--- src/rtl/snake_renderer_pkg.sv ---
// Shared game constants for the snake pixel renderer: grid geometry,
// colour palette and the encoding of the snapshot FSM states.
package snake_renderer_pkg;

   localparam int CELL_SHIFT = 3;
   localparam int GRID_W     = 80;
   localparam int GRID_H     = 60;
   localparam int CELL_BITS  = 7;

   // Colours are packed {R, G, B}, 4 bits each
   localparam logic [11:0] COL_HEAD      = 12'h0F0;
   localparam logic [11:0] COL_HEAD_DEAD = 12'hF00;
   localparam logic [11:0] COL_BODY      = 12'h0A0;
   localparam logic [11:0] COL_FRUIT     = 12'hF00;
   localparam logic [11:0] COL_BORDER    = 12'h888;
   localparam logic [11:0] COL_BG        = 12'h000;

   typedef enum logic [1:0] {
      SNAP_IDLE  = 2'd0,
      SNAP_FETCH = 2'd1,
      SNAP_DRAIN = 2'd2
   } snap_state_e;

   // True when two grid cells coincide
   function automatic logic cell_match(input logic [CELL_BITS-1:0] ax,
                                       input logic [CELL_BITS-1:0] ay,
                                       input logic [CELL_BITS-1:0] bx,
                                       input logic [CELL_BITS-1:0] by);
      return (ax == bx) && (ay == by);
   endfunction

endpackage

--- src/rtl/snake_body_snapshot.sv ---
// Per-frame snapshot of the game state. Head, fruit, length and collision
// are latched on frame_tik; body segments are then fetched one per cycle
// into shadow registers and copied to the active set in a single commit,
// so the renderer never sees a half-updated snake.
module snake_body_snapshot
   import snake_renderer_pkg::*;
#(
   parameter  int SNAKE_LENGTH_BIT = 4,
   localparam int BODY_N           = (2 ** SNAKE_LENGTH_BIT) - 2
) (
   input  logic                          clock_25,
   input  logic                          reset,
   input  logic                          frame_tik,
   input  logic [CELL_BITS-1:0]          snake_head_x,
   input  logic [CELL_BITS-1:0]          snake_head_y,
   input  logic [CELL_BITS-1:0]          fruit_x,
   input  logic [CELL_BITS-1:0]          fruit_y,
   input  logic [SNAKE_LENGTH_BIT-1:0]   snake_length,
   input  logic                          collision_detected,
   input  logic [CELL_BITS-1:0]          snake_body_x,
   input  logic [CELL_BITS-1:0]          snake_body_y,
   output logic [SNAKE_LENGTH_BIT-1:0]   body_index,
   output logic [CELL_BITS-1:0]          head_x_r,
   output logic [CELL_BITS-1:0]          head_y_r,
   output logic [CELL_BITS-1:0]          fruit_x_r,
   output logic [CELL_BITS-1:0]          fruit_y_r,
   output logic                          dead_r,
   output logic                          snapshot_valid_r,
   output logic [BODY_N-1:0]             valid_mask_r,
   output logic [BODY_N*CELL_BITS-1:0]   body_x_r,
   output logic [BODY_N*CELL_BITS-1:0]   body_y_r
);

   snap_state_e                 state_r;
   logic [CELL_BITS-1:0]        sh_head_x_r;
   logic [CELL_BITS-1:0]        sh_head_y_r;
   logic [CELL_BITS-1:0]        sh_fruit_x_r;
   logic [CELL_BITS-1:0]        sh_fruit_y_r;
   logic                        sh_dead_r;
   logic [SNAKE_LENGTH_BIT-1:0] sh_len_r;
   logic [CELL_BITS-1:0]        sh_body_x_r [BODY_N];
   logic [CELL_BITS-1:0]        sh_body_y_r [BODY_N];

   // Snapshot FSM: latch on frame_tik (which also aborts a fetch in flight),
   // fetch body entries serially, then commit shadow to active in one cycle
   always_ff @(posedge clock_25) begin
      if (reset) begin
         state_r          <= SNAP_IDLE;
         body_index       <= '0;
         sh_head_x_r      <= '0;
         sh_head_y_r      <= '0;
         sh_fruit_x_r     <= '0;
         sh_fruit_y_r     <= '0;
         sh_dead_r        <= 1'b0;
         sh_len_r         <= '0;
         head_x_r         <= '0;
         head_y_r         <= '0;
         fruit_x_r        <= '0;
         fruit_y_r        <= '0;
         dead_r           <= 1'b0;
         snapshot_valid_r <= 1'b0;
         valid_mask_r     <= '0;
         body_x_r         <= '0;
         body_y_r         <= '0;
         for (int i = 0; i < BODY_N; i++) begin
            sh_body_x_r[i] <= '0;
            sh_body_y_r[i] <= '0;
         end
      end else if (frame_tik) begin
         sh_head_x_r  <= snake_head_x;
         sh_head_y_r  <= snake_head_y;
         sh_fruit_x_r <= fruit_x;
         sh_fruit_y_r <= fruit_y;
         sh_dead_r    <= collision_detected;
         sh_len_r     <= snake_length;
         body_index   <= '0;
         if (snake_length >= SNAKE_LENGTH_BIT'(2)) begin
            state_r <= SNAP_FETCH;
         end else begin
            // Head-only snake: nothing to fetch, commit straight from the inputs
            state_r          <= SNAP_IDLE;
            head_x_r         <= snake_head_x;
            head_y_r         <= snake_head_y;
            fruit_x_r        <= fruit_x;
            fruit_y_r        <= fruit_y;
            dead_r           <= collision_detected;
            valid_mask_r     <= '0;
            snapshot_valid_r <= 1'b1;
         end
      end else begin
         case (state_r)
            SNAP_IDLE: begin
               body_index <= '0;
            end
            SNAP_FETCH: begin
               // Data on snake_body_x/y answers the index issued last cycle
               if (body_index != '0) begin
                  sh_body_x_r[body_index - SNAKE_LENGTH_BIT'(1)] <= snake_body_x;
                  sh_body_y_r[body_index - SNAKE_LENGTH_BIT'(1)] <= snake_body_y;
               end
               if (body_index == sh_len_r - SNAKE_LENGTH_BIT'(2)) begin
                  state_r <= SNAP_DRAIN;
               end else begin
                  body_index <= body_index + SNAKE_LENGTH_BIT'(1);
               end
            end
            SNAP_DRAIN: begin
               // The last entry arrives this cycle and goes straight to active
               for (int i = 0; i < BODY_N; i++) begin
                  if (SNAKE_LENGTH_BIT'(i) == body_index) begin
                     body_x_r[i*CELL_BITS +: CELL_BITS] <= snake_body_x;
                     body_y_r[i*CELL_BITS +: CELL_BITS] <= snake_body_y;
                  end else begin
                     body_x_r[i*CELL_BITS +: CELL_BITS] <= sh_body_x_r[i];
                     body_y_r[i*CELL_BITS +: CELL_BITS] <= sh_body_y_r[i];
                  end
                  valid_mask_r[i] <= (SNAKE_LENGTH_BIT'(i + 1) < sh_len_r);
               end
               sh_body_x_r[body_index] <= snake_body_x;
               sh_body_y_r[body_index] <= snake_body_y;
               head_x_r         <= sh_head_x_r;
               head_y_r         <= sh_head_y_r;
               fruit_x_r        <= sh_fruit_x_r;
               fruit_y_r        <= sh_fruit_y_r;
               dead_r           <= sh_dead_r;
               snapshot_valid_r <= 1'b1;
               body_index       <= '0;
               state_r          <= SNAP_IDLE;
            end
            default: begin
               state_r    <= SNAP_IDLE;
               body_index <= '0;
            end
         endcase
      end
   end

endmodule

--- src/rtl/snake_renderer.sv ---
// Pixel-colour stage for the snake game. Two-stage pipeline: stage 1
// registers the grid cell and syncs, stage 2 resolves the colour priority
// against the committed snapshot and registers RGB with the delayed syncs.
module snake_renderer
   import snake_renderer_pkg::*;
#(
   parameter int PIXEL_DISPLAY_BIT = 9,
   parameter int SNAKE_LENGTH_BIT  = 4,
   parameter int GRID_W            = snake_renderer_pkg::GRID_W,
   parameter int GRID_H            = snake_renderer_pkg::GRID_H
) (
   input  logic                        clock_25,
   input  logic                        reset,
   input  logic [PIXEL_DISPLAY_BIT:0]  X,
   input  logic [PIXEL_DISPLAY_BIT:0]  Y,
   input  logic                        display_area,
   input  logic                        h_sync,
   input  logic                        v_sync,
   input  logic                        frame_tik,
   input  logic [6:0]                  snake_head_x,
   input  logic [6:0]                  snake_head_y,
   input  logic [6:0]                  fruit_x,
   input  logic [6:0]                  fruit_y,
   input  logic [SNAKE_LENGTH_BIT-1:0] snake_length,
   input  logic                        collision_detected,
   output logic [SNAKE_LENGTH_BIT-1:0] body_index,
   input  logic [6:0]                  snake_body_x,
   input  logic [6:0]                  snake_body_y,
   output logic [3:0]                  VGA_R,
   output logic [3:0]                  VGA_G,
   output logic [3:0]                  VGA_B,
   output logic                        VGA_HS,
   output logic                        VGA_VS
);

   localparam int BODY_N = (2 ** SNAKE_LENGTH_BIT) - 2;
   localparam logic [CELL_BITS-1:0] grid_w_c    = CELL_BITS'(GRID_W);
   localparam logic [CELL_BITS-1:0] grid_h_c    = CELL_BITS'(GRID_H);
   localparam logic [CELL_BITS-1:0] grid_w_m1_c = CELL_BITS'(GRID_W - 1);
   localparam logic [CELL_BITS-1:0] grid_h_m1_c = CELL_BITS'(GRID_H - 1);

   logic [CELL_BITS-1:0]        head_x_s, head_y_s, fruit_x_s, fruit_y_s;
   logic                        dead_s, snapshot_valid_s;
   logic [BODY_N-1:0]           valid_mask_s;
   logic [BODY_N*CELL_BITS-1:0] body_x_s, body_y_s;

   logic [CELL_BITS-1:0] cx_r, cy_r;
   logic                 de_r, hs_r, vs_r;
   logic                 head_hit_s, body_hit_s, fruit_hit_s, border_s;
   logic [11:0]          colour_s;
   logic                 unused_low_bits_s;

   // Sub-cell pixel bits are intentionally ignored
   assign unused_low_bits_s = ^{X[CELL_SHIFT-1:0], Y[CELL_SHIFT-1:0]};

   snake_body_snapshot #(
      .SNAKE_LENGTH_BIT (SNAKE_LENGTH_BIT)
   ) u_snapshot (
      .clock_25           (clock_25),
      .reset              (reset),
      .frame_tik          (frame_tik),
      .snake_head_x       (snake_head_x),
      .snake_head_y       (snake_head_y),
      .fruit_x            (fruit_x),
      .fruit_y            (fruit_y),
      .snake_length       (snake_length),
      .collision_detected (collision_detected),
      .snake_body_x       (snake_body_x),
      .snake_body_y       (snake_body_y),
      .body_index         (body_index),
      .head_x_r           (head_x_s),
      .head_y_r           (head_y_s),
      .fruit_x_r          (fruit_x_s),
      .fruit_y_r          (fruit_y_s),
      .dead_r             (dead_s),
      .snapshot_valid_r   (snapshot_valid_s),
      .valid_mask_r       (valid_mask_s),
      .body_x_r           (body_x_s),
      .body_y_r           (body_y_s)
   );

   // Stage 1: reduce pixel coordinates to a grid cell, carry syncs along
   always_ff @(posedge clock_25) begin
      if (reset) begin
         cx_r <= '0;
         cy_r <= '0;
         de_r <= 1'b0;
         hs_r <= 1'b0;
         vs_r <= 1'b0;
      end else begin
         cx_r <= X[PIXEL_DISPLAY_BIT:CELL_SHIFT];
         cy_r <= Y[PIXEL_DISPLAY_BIT:CELL_SHIFT];
         de_r <= display_area;
         hs_r <= h_sync;
         vs_r <= v_sync;
      end
   end

   // Stage 2 compares and colour priority: head > body > fruit > border > bg
   always_comb begin
      head_hit_s  = snapshot_valid_s & cell_match(cx_r, cy_r, head_x_s, head_y_s);
      fruit_hit_s = snapshot_valid_s & cell_match(cx_r, cy_r, fruit_x_s, fruit_y_s);
      body_hit_s  = 1'b0;
      for (int i = 0; i < BODY_N; i++) begin
         body_hit_s = body_hit_s | (valid_mask_s[i] &
                      cell_match(cx_r, cy_r, body_x_s[i*CELL_BITS +: CELL_BITS],
                                 body_y_s[i*CELL_BITS +: CELL_BITS]));
      end
      body_hit_s = body_hit_s & snapshot_valid_s;
      border_s   = (cx_r < grid_w_c) && (cy_r < grid_h_c) &&
                   ((cx_r == 7'd0) || (cx_r == grid_w_m1_c) ||
                    (cy_r == 7'd0) || (cy_r == grid_h_m1_c));
      if (!de_r) begin
         colour_s = COL_BG;
      end else if (head_hit_s) begin
         colour_s = dead_s ? COL_HEAD_DEAD : COL_HEAD;
      end else if (body_hit_s) begin
         colour_s = COL_BODY;
      end else if (fruit_hit_s) begin
         colour_s = COL_FRUIT;
      end else if (border_s) begin
         colour_s = COL_BORDER;
      end else begin
         colour_s = COL_BG;
      end
   end

   // Stage 2 register: colour and syncs leave together, two cycles after input
   always_ff @(posedge clock_25) begin
      if (reset) begin
         VGA_R  <= 4'h0;
         VGA_G  <= 4'h0;
         VGA_B  <= 4'h0;
         VGA_HS <= 1'b0;
         VGA_VS <= 1'b0;
      end else begin
         VGA_R  <= colour_s[11:8];
         VGA_G  <= colour_s[7:4];
         VGA_B  <= colour_s[3:0];
         VGA_HS <= hs_r;
         VGA_VS <= vs_r;
      end
   end

endmodule

--- config.mk ---
export PLATFORM = sky130hd
export DESIGN_NAME = snake_renderer
export DESIGN_NICKNAME = d
export VERILOG_FILES = /design/src/rtl/snake_renderer_pkg.sv /design/src/rtl/snake_body_snapshot.sv /design/src/rtl/snake_renderer.sv
export SDC_FILE = /design/constraint.sdc
export NUM_CORES = 1
export LEC_CHECK = 0
export ABC_AREA = 1
export BUFFER_PORTS_ARGS = -buffer_cell sky130_fd_sc_hd__clkbuf_2
export CORE_MARGIN = 2
export CORE_UTILIZATION = 62
export DETAILED_ROUTE_END_ITERATION = 7
export PLACE_DENSITY = 0.8
export SETUP_SLACK_MARGIN = 0.1
export SKIP_CTS_REPAIR_TIMING = 1
export SYNTH_ARGS = -nofsm -noshare
export SYNTH_HDL_FRONTEND = slang
export SYNTH_SLANG_ARGS = --single-unit
--- constraint.sdc ---
create_clock -name clock_25 -period 3.4 [get_ports clock_25]
set_input_delay 0.17 -clock clock_25 [delete_from_list [all_inputs] [get_ports clock_25]]
set_output_delay 0.17 -clock clock_25 [all_outputs]
set_load 0.05 [all_outputs]
Yosys cells after proc, flatten, opt, wreduce, memory -nomap -nowiden
Memories as Yosys holds them, arrays and structs flattened. A register that Yosys moved wholly into a read port is not among the register bits.
Index checks and enable logic that the tools add are counted.
Storage, ports and cells
  register bits: 114
  bits in writable memories: 196
  input port bits: 73
  output and inout bits: 18
  memories: 2
Cells by class
  $add $sub $neg: 3
  $lt $le $gt $ge: 17
  equal/unequal tests: 40
  mux-type cells: 53
  bitwise logic cells: 33
  reduce and logical (&&, ||, !) cells: 35
Memory list
  u_snapshot.sh_body_x_r: depth 14, bits a word 7, read ports 14, clocked after memory_dff 14, write ports 14, line snake_body_snapshot.sv:41  | logic [CELL_BITS-1:0] sh_body_x_r [BODY_N];
  u_snapshot.sh_body_y_r: depth 14, bits a word 7, read ports 14, clocked after memory_dff 14, write ports 14, line snake_body_snapshot.sv:42  | logic [CELL_BITS-1:0] sh_body_y_r [BODY_N];
Operator list (number)
  7-bit == test: 32
  7-bit two-way mux: 16
  12-bit two-way mux: 5
  14-bit two-way mux: 3
  4-bit < comparator (first input constant): 7
  7-bit OR reduction: 4
  1-bit two-way mux: 22
  1-bit logical AND: 18
  1-bit bitwise AND: 17
  3-bit by 4-bit < comparator with 1-bit output (first input constant): 4
  4-bit two-way mux: 4
  7-bit logical NOT: 2
  1-bit OR: 13
  2-bit by 4-bit < comparator with 1-bit output (first input constant): 2
  7-bit by 6-bit == test with 1-bit output (second input constant): 1
  7-bit == test (second input constant): 1
  7-bit by 6-bit < comparator with 1-bit output (second input constant): 1
  7-bit < comparator (second input constant): 1
  2-bit AND reduction: 3
  4-bit by 1-bit adder with 4-bit output (second input constant): 1
  4-bit == test: 1
  4-bit by 2-bit greater-or-equal comparator with 1-bit output (second input constant): 1
  1-bit by 4-bit < comparator with 1-bit output (first input constant): 1
  2-bit two-way mux: 2
  other kinds (14): 19

Logic depth before layout (Yosys ltp)
  depth in word-level cells: 19
  depth in mapped cells: 16

Hierarchy
From an unflattened synthesis, not the netlist that was laid out.
Second synthesis, totals
  cells, all modules: 3250
  area, all modules: 24996.5 sq um
Modules (own cells, without submodules)
  snake_body_snapshot: instances 1, cells an instance 2315, area each 20383.3 sq um, sequential area each 11471.0 sq um
  snake_renderer: instances 1, cells an instance 935, area each 4613.2 sq um, sequential area each 500.5 sq um

Worst setup path after synthesis
OpenSTA, ideal clock, no wires.
  kind: register to register
  from: register u_snapshot.body_index[0]
  to: memory u_snapshot.sh_body_x_r[4][0], enable pin
  arrival: 2.572 ns
  setup slack: 0.467 ns
  stages on the path, launching flop included: 11
  path buffers: 2
  cells stage by stage: dfxtp_1 inv_1 ha_1 nor3b_1 o21ai_1 nand2_1 nor2_1 nand2_1 buf_2 buf_2 nand2_1
RTL lines
  from (decl): line snake_body_snapshot.sv:22  | output logic [SNAKE_LENGTH_BIT-1:0] body_index,
  from (signal assigned): line snake_body_snapshot.sv:104  | body_index <= body_index + SNAKE_LENGTH_BIT'(1);
  to (decl): line snake_body_snapshot.sv:41

==> impl_summary.log <==
[metrics] maximum fanout along the worst path: 18
[metrics] slew margin rel.: 13.0%
[metrics] Boundary Pins: 91
[metrics] width of the die: 199 um
[metrics] RSZ-0062 raised after global routing: no
[metrics] drt via density: 5.69
[metrics] period utilisation layout: 84.4%
[metrics] final-report setup violation count: 0
[metrics] fraction of layout instances using a drive strength above 1: 7.75%
[metrics] Critical Path Slowest Stage Cell: sky130_fd_sc_hd__nand2_1
[metrics] total placed instance area: 0.0243 mm^2
[metrics] count of flip-flops with a built-in enable after synthesis: 196
[metrics] clock edge transition at the registers on the reported setup and hold paths: 0.07 ns
[metrics] initial detailed-routing violation count: 2392
[metrics] number of antenna violations at the first check in global routing: 0
[metrics] fill cell count: 2848
[metrics] max-capacitance violation count: 0
[metrics] Worst Tran Pin Value: 1.30 ns
[metrics] area of the mapped netlist: 0.0236 mm^2
[metrics] final core occ: 70.2%
[metrics] Synth area leader: sky130_fd_sc_hd__dfxtp_1
[metrics] GR Util All Layers: 34.2%
[metrics] Clock Latency Late Sink: 0.59 ns
[metrics] depth of the CTS H-tree: 2
[metrics] sort of element at the start of the critical path: flop
[metrics] post-detailed-route wirelength per cell: 19.0 um
[metrics] number of buffer and inverter stages on the critical path: 1
[metrics] start-to-end type of the worst setup path: flop to flop
[metrics] final estimated routing congestion in global placement: 0.888
[metrics] Die Y: 199 um
[metrics] proportion of netlist area held by the largest area contributor: 25.8%
[metrics] worst setup slack after layout: 0.532 ns
[metrics] detailed-placement wirelength estimate: 38.6 mm
[metrics] Slew Limit Fails: 0
[metrics] Pre-Repair DR Iteration Count: 6
[metrics] library cell appearing most often on the critical path: sky130_fd_sc_hd__nand2_1
[metrics] Port Buffer Count: 81
[metrics] Max Clock Skew: 0.0229 ns
[metrics] Antenna Nets Post-Route: 0
[metrics] initial cell density of the core: 62.8%
[metrics] CP delay by family, top: simple AND/OR/NAND/NOR gates
[metrics] maximum number of pins on one net before global-route repair: 295
[metrics] Final Net Count: 3170
[metrics] achievable clock frequency: 349 MHz
[metrics] Setup TNS Final: 0 ns
[metrics] status: finished with violations
[metrics] vias in the first global route: 18811
[metrics] wire length of the first global-routing pass: 103 mm
[metrics] floorplan die area: 0.0396 mm^2
[metrics] number of storage elements in the synthesis netlist: 500
[metrics] CTS max path bufs: 3
[metrics] synthesized area per cell: 7.70 um^2
[metrics] count of mapped cells out of synthesis: 3064
[metrics] count of inserted antenna diode cells: 0
[metrics] via total after detailed routing: 20723
[metrics] Synthesis Warnings: 0
[metrics] critical path capture point type: flop
[metrics] cell at the root of the clock tree: sky130_fd_sc_hd__clkbuf_16
[metrics] number of sinks driven by the clock tree: 500
[metrics] hold slack final: -0.0138 ns
[metrics] max incr delay on CP: 0.58 ns
[metrics] Worst Setup Slack post-DPL: 0.583 ns
[metrics] min cycle time layout: 2.87 ns
[metrics] main area contributors after synthesis: sky130_fd_sc_hd__dfxtp_1 26%, sky130_fd_sc_hd__edfxtp_1 25%, sky130_fd_sc_hd__nand2_1 10%, sky130_fd_sc_hd__o21ai_0 7.5%, sky130_fd_sc_hd__nor2_1 6.8%
[metrics] arrival time at the worst endpoint: 3.08 ns
[metrics] worst path required time: 3.61 ns
[metrics] number of remaining DRC errors: 0
[metrics] worst min-delay path class: input port to flop
[metrics] total wirelength of the detailed-routed design: 69.3 mm
[metrics] Reg2Reg Setup Slack: 0.53 ns
[metrics] standard-cell rows: 71
[metrics] Power per Cell Area: 487 mW/mm^2
[metrics] asr flop ratio synth: 0%
[metrics] Primary FF master, synth: sky130_fd_sc_hd__dfxtp_1
[metrics] cell leakage power: 0.0122 uW
[metrics] cell-by-cell listing of the critical path: inv_1 > ha_1 > nor3b_1 > o21ai_1 > nand2b_1 > nor2_2 > nand2_1 > nand2_1
[metrics] CTS tree: done
[metrics] area of the core: 0.0376 mm^2
[metrics] total CTS buffers: 49
[metrics] post-synthesis cell type count: 44
[metrics] total congestion overflow after global routing: 0
[metrics] final hold vios: 4
[metrics] Max VDD drop: 283 uV
[metrics] signed area change from the synthesized netlist to the final layout: 11.8%
[metrics] violations in the final reports: hold timing
[metrics] final design area excluding fillers: 0.0264 mm^2
[metrics] part of the Yosys area used for sequential elements: 50.7%
## logic make-up after synthesis
kind of cell             after synthesis  share of synthesized area (%)
AND/OR/NAND/NOR                     1125                           18.5
AO/OA/AOI/OAI                        733                           16.8
buffers and inverters                610                           10.0
flip-flops                           500                           50.7
XOR/XNOR                              62                           2.41
multiplexers                          29                           1.23
adder cells (fa/ha/maj)                4                          0.212
other                                  1                         0.0159
## placed cells by master, fill, tap and decap left out, types with 27 or more instances in the layout
cell and count:
sky130_fd_sc_hd__a211oi_1 30, sky130_fd_sc_hd__a21oi_1 138, sky130_fd_sc_hd__buf_4 59, sky130_fd_sc_hd__clkbuf_16 53, sky130_fd_sc_hd__clkbuf_2 80, sky130_fd_sc_hd__dfxtp_1 304, sky130_fd_sc_hd__dlygate4sd3_1 50, sky130_fd_sc_hd__edfxtp_1 196
sky130_fd_sc_hd__inv_1 381, sky130_fd_sc_hd__mux2i_1 29, sky130_fd_sc_hd__nand2_1 633, sky130_fd_sc_hd__nand3_1 27, sky130_fd_sc_hd__nor2_1 428, sky130_fd_sc_hd__o21ai_0 354, sky130_fd_sc_hd__o21ai_1 119, sky130_fd_sc_hd__o21bai_1 77
sky130_fd_sc_hd__xnor2_1 44
## per-stage QoR
| stage | std cells | power [uW] |
|---|---|---|
| 6_report | 3645 | 12800 |
| 5_1_grt | 3645 | 13200 |
| 4_1_cts | 3595 | 12700 |
| 3_5_place_dp | 3503 | 7390 |
| 3_3_place_gp | 3503 | 7370 |
| 2_1_floorplan | 3066 | 7040 |
## registers in the layout (all words and copies together), names as in the netlist, 14 cells and up
register                 flops
u_snapshot.body_x_r         98
u_snapshot.body_y_r         98
u_snapshot.sh_body_x_r      98
u_snapshot.sh_body_y_r      98
u_snapshot.valid_mask_r     14
## cell type report
type,count,area [um^2],area share [%]
repair buffers,192,1400,5.29
multi-input cells,1956,9280,35.1
flip-flops and latches,500,12000,45.4
inverters,394,1490,5.63
clock inverters,8,45.0,0.171
well taps,511,639,2.42
clock buffers,84,1580,6.00
## cells in the mapped netlist, drive strengths merged (9+ instances only)
master and instances:
nand3 27, nand2 640, nor2 433, o21ai 475, nand4 9, a211oi 30
xnor2 44, o21bai 77, a21oi 138, mux2i 29, dfxtp 304, edfxtp 196
xor2 18, inv 386, buf 67, clkbuf 149
## worst reg2reg max path, delay by kind of cell, from the launching register on
kind | cells | cell delay, ns
buffers and inverters | 1 | 0.14
AO/OA/AOI/OAI | 1 | 0.24
adder cells (fa/ha/maj) | 1 | 0.24
AND/OR/NAND/NOR | 5 | 1.39
flip-flops | 1 | 0.49
## per-layer routing
layer | vias to the layer above | track usage, % | part of all wire, %
li1 | 9801 | - | -
met1 | 9546 | 45.4 | 38
met2 | 1133 | 53.7 | 45
met3 | 243 | 5.99 | 11
met4 | 0 | 17.9 | 5.6
met5 | - | 0 | 0
## power breakdown
part           internal (uW)  switching [uW]
Clock                   3160            2330
Sequential              6340            56.6
Combinational            277             673
Total                   9780            3060
## final timing paths
kind | startpoint | endpoint | cells after the start
max | u_snapshot.body_index[0] | u_snapshot.sh_body_y_r[5][0] | 8
min | frame_tik | u_snapshot.sh_len_r[3] | 3
max reg2reg | u_snapshot.body_index[0] | u_snapshot.sh_body_y_r[5][0] | 8
min reg2reg | hs_r | VGA_HS | 2
Power figures use the tool's default switching activity.
